==> src/rtl/pc_redirect_ctrl_pkg.sv <==
// Shared definitions for the PC redirect controller: FSM encoding, reset PC,
// instruction field widths and a saturating counter helper.
package pc_redirect_ctrl_pkg;

  typedef enum logic [1:0] {
    ST_IDLE  = 2'd0,
    ST_FETCH = 2'd1,
    ST_KILL  = 2'd2
  } pc_state_t;

  localparam logic [31:0] PKG_RESET_PC = 32'h0000_0000;
  localparam int          JIDX_W       = 26;

  function automatic logic [31:0] sat_inc(input logic [31:0] v);
    return (v == 32'hFFFF_FFFF) ? v : v + 32'd1;
  endfunction

endpackage

==> src/rtl/pc_redirect_ctrl_jump_target_calc.sv <==
// J/JAL target former: upper PC+4 region bits joined with the word index
// shifted left by two.
module jump_target_calc
  import pc_redirect_ctrl_pkg::*;
#(
  parameter int ADDR_W = 32
) (
  input  logic [ADDR_W-1:0] id_pc4,
  input  logic [JIDX_W-1:0] jump_idx,
  output logic [ADDR_W-1:0] target
);

  localparam logic [ADDR_W-1:0] REGION_MASK =
    {{(ADDR_W-JIDX_W-2){1'b1}}, {(JIDX_W+2){1'b0}}};

  logic [ADDR_W-1:0] idx_ext;

  always_comb begin
    idx_ext = ADDR_W'(jump_idx);
    target  = (id_pc4 & REGION_MASK) | (idx_ext << 2);
  end

endmodule

==> src/rtl/pc_redirect_ctrl.sv <==
// PC owner and fetch sequencer with branch/JR/jump redirect arbitration.
// Optional event counters are enabled by defining PC_REDIRECT_STATS_EN.
module pc_redirect_ctrl
  import pc_redirect_ctrl_pkg::*;
#(
  parameter int                ADDR_W   = 32,
  parameter logic [ADDR_W-1:0] RESET_PC = ADDR_W'(PKG_RESET_PC)
) (
  input  logic              clk_i,
  input  logic              rst_i,
  input  logic              stall_i,
  input  logic              br_taken_i,
  input  logic [ADDR_W-1:0] br_target_i,
  input  logic              jump_i,
  input  logic [25:0]       jump_idx_i,
  input  logic [ADDR_W-1:0] id_pc4_i,
  input  logic              jr_i,
  input  logic [ADDR_W-1:0] jr_addr_i,
  input  logic              fetch_ack_i,
  output logic [ADDR_W-1:0] pc_o,
  output logic              fetch_req_o,
  output logic              if_valid_o,
  output logic              flush_ifid_o,
  output logic              flush_idex_o
`ifdef PC_REDIRECT_STATS_EN
  ,
  output logic [31:0]       stat_br_o,
  output logic [31:0]       stat_jmp_o,
  output logic [31:0]       stat_kill_o
`endif
);

  localparam logic [ADDR_W-1:0] ALIGN_MASK = {{(ADDR_W-2){1'b1}}, 2'b00};

  pc_state_t         state_q;
  logic [ADDR_W-1:0] pc_q;
  logic [ADDR_W-1:0] jmp_target;
  logic [ADDR_W-1:0] redir_target;
  logic              acc_br, acc_jr, acc_jmp, redir_acc;

  jump_target_calc #(.ADDR_W(ADDR_W)) u_jump_target_calc (
    .id_pc4   (id_pc4_i),
    .jump_idx (jump_idx_i),
    .target   (jmp_target)
  );

  // Branch is the oldest source and never stalls; ID sources wait out a stall.
  always_comb begin
    acc_br    = br_taken_i;
    acc_jr    = !br_taken_i && jr_i && !stall_i;
    acc_jmp   = !br_taken_i && !jr_i && jump_i && !stall_i;
    redir_acc = acc_br || acc_jr || acc_jmp;
    if (acc_br)      redir_target = br_target_i & ALIGN_MASK;
    else if (acc_jr) redir_target = jr_addr_i & ALIGN_MASK;
    else             redir_target = jmp_target & ALIGN_MASK;
  end

  always_comb begin
    pc_o         = pc_q;
    fetch_req_o  = (state_q == ST_FETCH);
    if_valid_o   = rst_i && (state_q == ST_FETCH) && fetch_ack_i && !redir_acc;
    flush_ifid_o = rst_i && redir_acc;
    flush_idex_o = rst_i && acc_br;
  end

  always_ff @(posedge clk_i or negedge rst_i) begin
    if (!rst_i) begin
      state_q <= ST_IDLE;
      pc_q    <= RESET_PC;
    end else begin
      case (state_q)
        ST_IDLE: begin
          state_q <= ST_FETCH;
          if (redir_acc) pc_q <= redir_target;
        end
        ST_FETCH: begin
          if (redir_acc) begin
            pc_q <= redir_target;
            if (!fetch_ack_i) state_q <= ST_KILL;
          end else if (fetch_ack_i && !stall_i) begin
            pc_q <= pc_q + ADDR_W'(4);
          end
        end
        // The stale ack only retires the old request; nothing is delivered.
        ST_KILL: begin
          if (redir_acc) pc_q <= redir_target;
          if (fetch_ack_i) state_q <= ST_FETCH;
        end
        default: state_q <= ST_IDLE;
      endcase
    end
  end

`ifdef PC_REDIRECT_STATS_EN
  always_ff @(posedge clk_i or negedge rst_i) begin
    if (!rst_i) begin
      stat_br_o   <= 32'd0;
      stat_jmp_o  <= 32'd0;
      stat_kill_o <= 32'd0;
    end else begin
      if (acc_br) stat_br_o <= sat_inc(stat_br_o);
      if (acc_jr || acc_jmp) stat_jmp_o <= sat_inc(stat_jmp_o);
      if ((state_q == ST_FETCH) && redir_acc && !fetch_ack_i)
        stat_kill_o <= sat_inc(stat_kill_o);
    end
  end
`endif

endmodule

==> config.mk <==
export PLATFORM = sky130hd
export DESIGN_NAME = pc_redirect_ctrl
export DESIGN_NICKNAME = d
export VERILOG_FILES = /design/src/rtl/pc_redirect_ctrl_pkg.sv /design/src/rtl/pc_redirect_ctrl_jump_target_calc.sv /design/src/rtl/pc_redirect_ctrl.sv
export SDC_FILE = /design/constraint.sdc
export NUM_CORES = 1
export LEC_CHECK = 0
export CAP_MARGIN = 20
export CORE_MARGIN = 1.5
export CORE_UTILIZATION = 30
export CTS_CLUSTER_DIAMETER = 100
export DETAILED_ROUTE_END_ITERATION = 10
export MAX_ROUTING_LAYER = met4
export PLACE_DENSITY = 0.68
export SLEW_MARGIN = 20
export SYNTH_ARGS = -nofsm -noshare
export SYNTH_HDL_FRONTEND = slang
export SYNTH_SLANG_ARGS = --single-unit
==> constraint.sdc <==
create_clock -name clk_i -period 4.4 [get_ports clk_i]
set_input_delay 0.66 -clock clk_i [delete_from_list [all_inputs] [get_ports clk_i]]
set_output_delay 0.66 -clock clk_i [all_outputs]
set_load 0.005 [all_outputs]
==> metrics.txt <==
min Tclk post-route approximately 3.1 ns; IR Drop Worst-Case VDD about 0.12 mV; CP max FO 28; r2r setup slk 1.88 ns; CTS clk-pin slew, worst paths 0.06 ns; register share of total power roughly 37%; clk sink count 32; Worst Tran Pin Value approximately 0.8 ns; Final Hold Viols 0; Sw Pwr 0.499 mW; per-cell routed wire length 15.9 microns; WP data required 3.74 ns; post-CTS setup buffer count 0; GP Congestion 0.862; status complete, no violations; Primary FF master, synth dfrtp_1; sequential area share after synthesis 28.8%; fill count around 870; commonest non-fill, non-tap cell in the layout clkdlybuf4s50_1; DRC errors left 0; Tcrit/Tclk final 71.2%; vias in the first global route just under 3000; hpwl dp 6920 microns; gr usage total a little under a fifth; Post-Syn Area 2780 sq um; Netlist cell types 54; clk buf depth 2; EDFF count, synth 0; H-tree Lvls 2; drt first pass iters 5; total vias in the final route 3146; sum of negative setup slack 0 ns; ys async rst share 100%; hold slack 0.567 ns; Die Y 99.3 microns; RSZ-0062 raised after global routing false; Slew HR 46.6%; crit path from br_taken_i; Final Net Count 599; Clock power frac 17.3%; most frequent cells in the layout clkdlybuf4s50_1 (130), a21oi_1 (41), nand2_1 (38); Worst Reg-to-Reg Cells 6; first-pass GRT wire length ~15000 microns; share of layout cells above drive strength 1 7.23%; CTS buffer count 5; Synth Area per Inst between 7 and 8 sq um; Die W 99.3 microns; drt total wl 9170 microns; reg-to-reg startpoint state_q[0]$_DFFE_PN0P_; core area between 8000 and 9000 sq um; worst hold path type register to register; die area 9850 sq um; max-slew violations 0; fin cells around 580; Ant. Diodes 0; CTS tree built; Post-Place Cells 570; area grow syn2layout 51.8%; Detail Route Antenna Nets 0; initial core utilization 31.4%; Max Clk Rate approximately 320 MHz; combinational cell fraction of total power 45.6%; critical path class primary input to output pin; PwrDens around 320 nW/um^2; clk_lat worst skew 0.28 ns; overall power consumption between 1 and 1.5 mW; Boundary Pins roughly 170; CP endpoint kind output pin; Power Internal 0.860 mW; GRT overflow 0; FF+latch count, synth 32; row cnt 34; clock root buffer clkbuf_8; post-DR vias/cell between 5 and 6; Worst Skew around 0.0029 ns; max capacitance violation total 0; # port buffers 130; largest net degree at the start of global routing 45; Finished Core Util 47.7%; post-CTS sizing 0; reg2reg end pc_o[28]$_DFFE_PN0P_; initial antenna violation count 0; switching share of power 36.7%; endpoints failing setup 0; crit path DAT 2.47 ns; worst setup path endpoint flush_ifid_o; P_leak 1.69 nW; Critical Path Start Type primary input; initial drt markers 217; Gate Count Post-Synth between 300 and 400; yosys warns 0; CTS Hold Bufs 0
==> layer usage <==
metal,global-route usage [%],part of all wire (%),up-vias
met5,-,0,-
met4,4.01,0.75,0
met3,3.30,7.6,9
met2,30.2,47,144
met1,25.7,45,1438
li1,-,-,1555
==> Yosys cell counts, types with 6 or more instances <==
library cell	count	area [sq um]
dfrtp_1	32	801
a21oi_1	41	205
nand3_1	11	55.1
mux2i_1	31	310
nor3_1	6	30.0
o31ai_1	9	67.6
and3_1	7	43.8
o21ai_0	32	160
o22ai_1	9	56.3
clkbuf_1	13	48.8
buf_2	8	40.0
nand4_1	10	62.6
nor2_1	24	90.1
nand2_1	38	143
==> layout make-up <==
type | instances | area [sq um] | area share [%]
timing repair buffer | 139 | 1370 | 32.4
sequential | 32 | 801 | 19.0
tap | 108 | 135 | 3.20
multi-input combinational | 285 | 1800 | 42.7
inverter | 6 | 22.5 | 0.534
clock buffer | 8 | 90.1 | 2.13
==> cells by family after synthesis <==
logic type	synth area share, %
other	0.135
buffers and inverters	6.57
muxes	12.8
AOI/OAI and AO/OA	28.8
adders and majority gates	0.450
DFF	28.8
and+or+nand+nor	22.4
==> power groups by stage <==
stage,Combinational (mW),Clock [mW],Sequential (mW)
finish,0.620,0.235,0.504
global route,0.681,0.254,0.522
CTS,0.624,0.241,0.502
detailed placement,0.621,0,0.507
global placement,0.612,0,0.504
floorplan,0.290,0,0.485
==> sequential cells by signal, summed over array words and instances, names as in the netlist <==
register	cells
state_q	2
pc_o	30
==> worst min path at each step <==
stage	depth (start not counted)	from	endpoint
after CTS	2	pc_o[3]$_DFFE_PN0P_	pc_o[3]$_DFFE_PN0P_
final	2	pc_o[8]$_DFFE_PN0P_	pc_o[8]$_DFFE_PN0P_
after detailed placement	2	pc_o[3]$_DFFE_PN0P_	pc_o[3]$_DFFE_PN0P_
after global routing	2	pc_o[3]$_DFFE_PN0P_	pc_o[3]$_DFFE_PN0P_
after floorplan	0	rst_i	pc_o[10]$_DFFE_PN0P_
after global placement	2	pc_o[8]$_DFFE_PN0P_	pc_o[8]$_DFFE_PN0P_
==> worst max-delay path, cell delays in order <==
cell and delay [ns]:
clkdlybuf4s50_1 0.69, inv_2 0.31, a21boi_0 0.25, clkdlybuf4s50_1 0.55
==> through the flow <==
stage / area, sq um / setup slack [ns]
CTS: 4220 / 1.24
finish: 4220 / 1.27
detailed placement: 4130 / 1.14
global placement: 4130 / 1.19
global route: 4220 / 1.14
floorplan: 2780 / 2.12
Note: power is estimated with default switching activity, not from simulation.
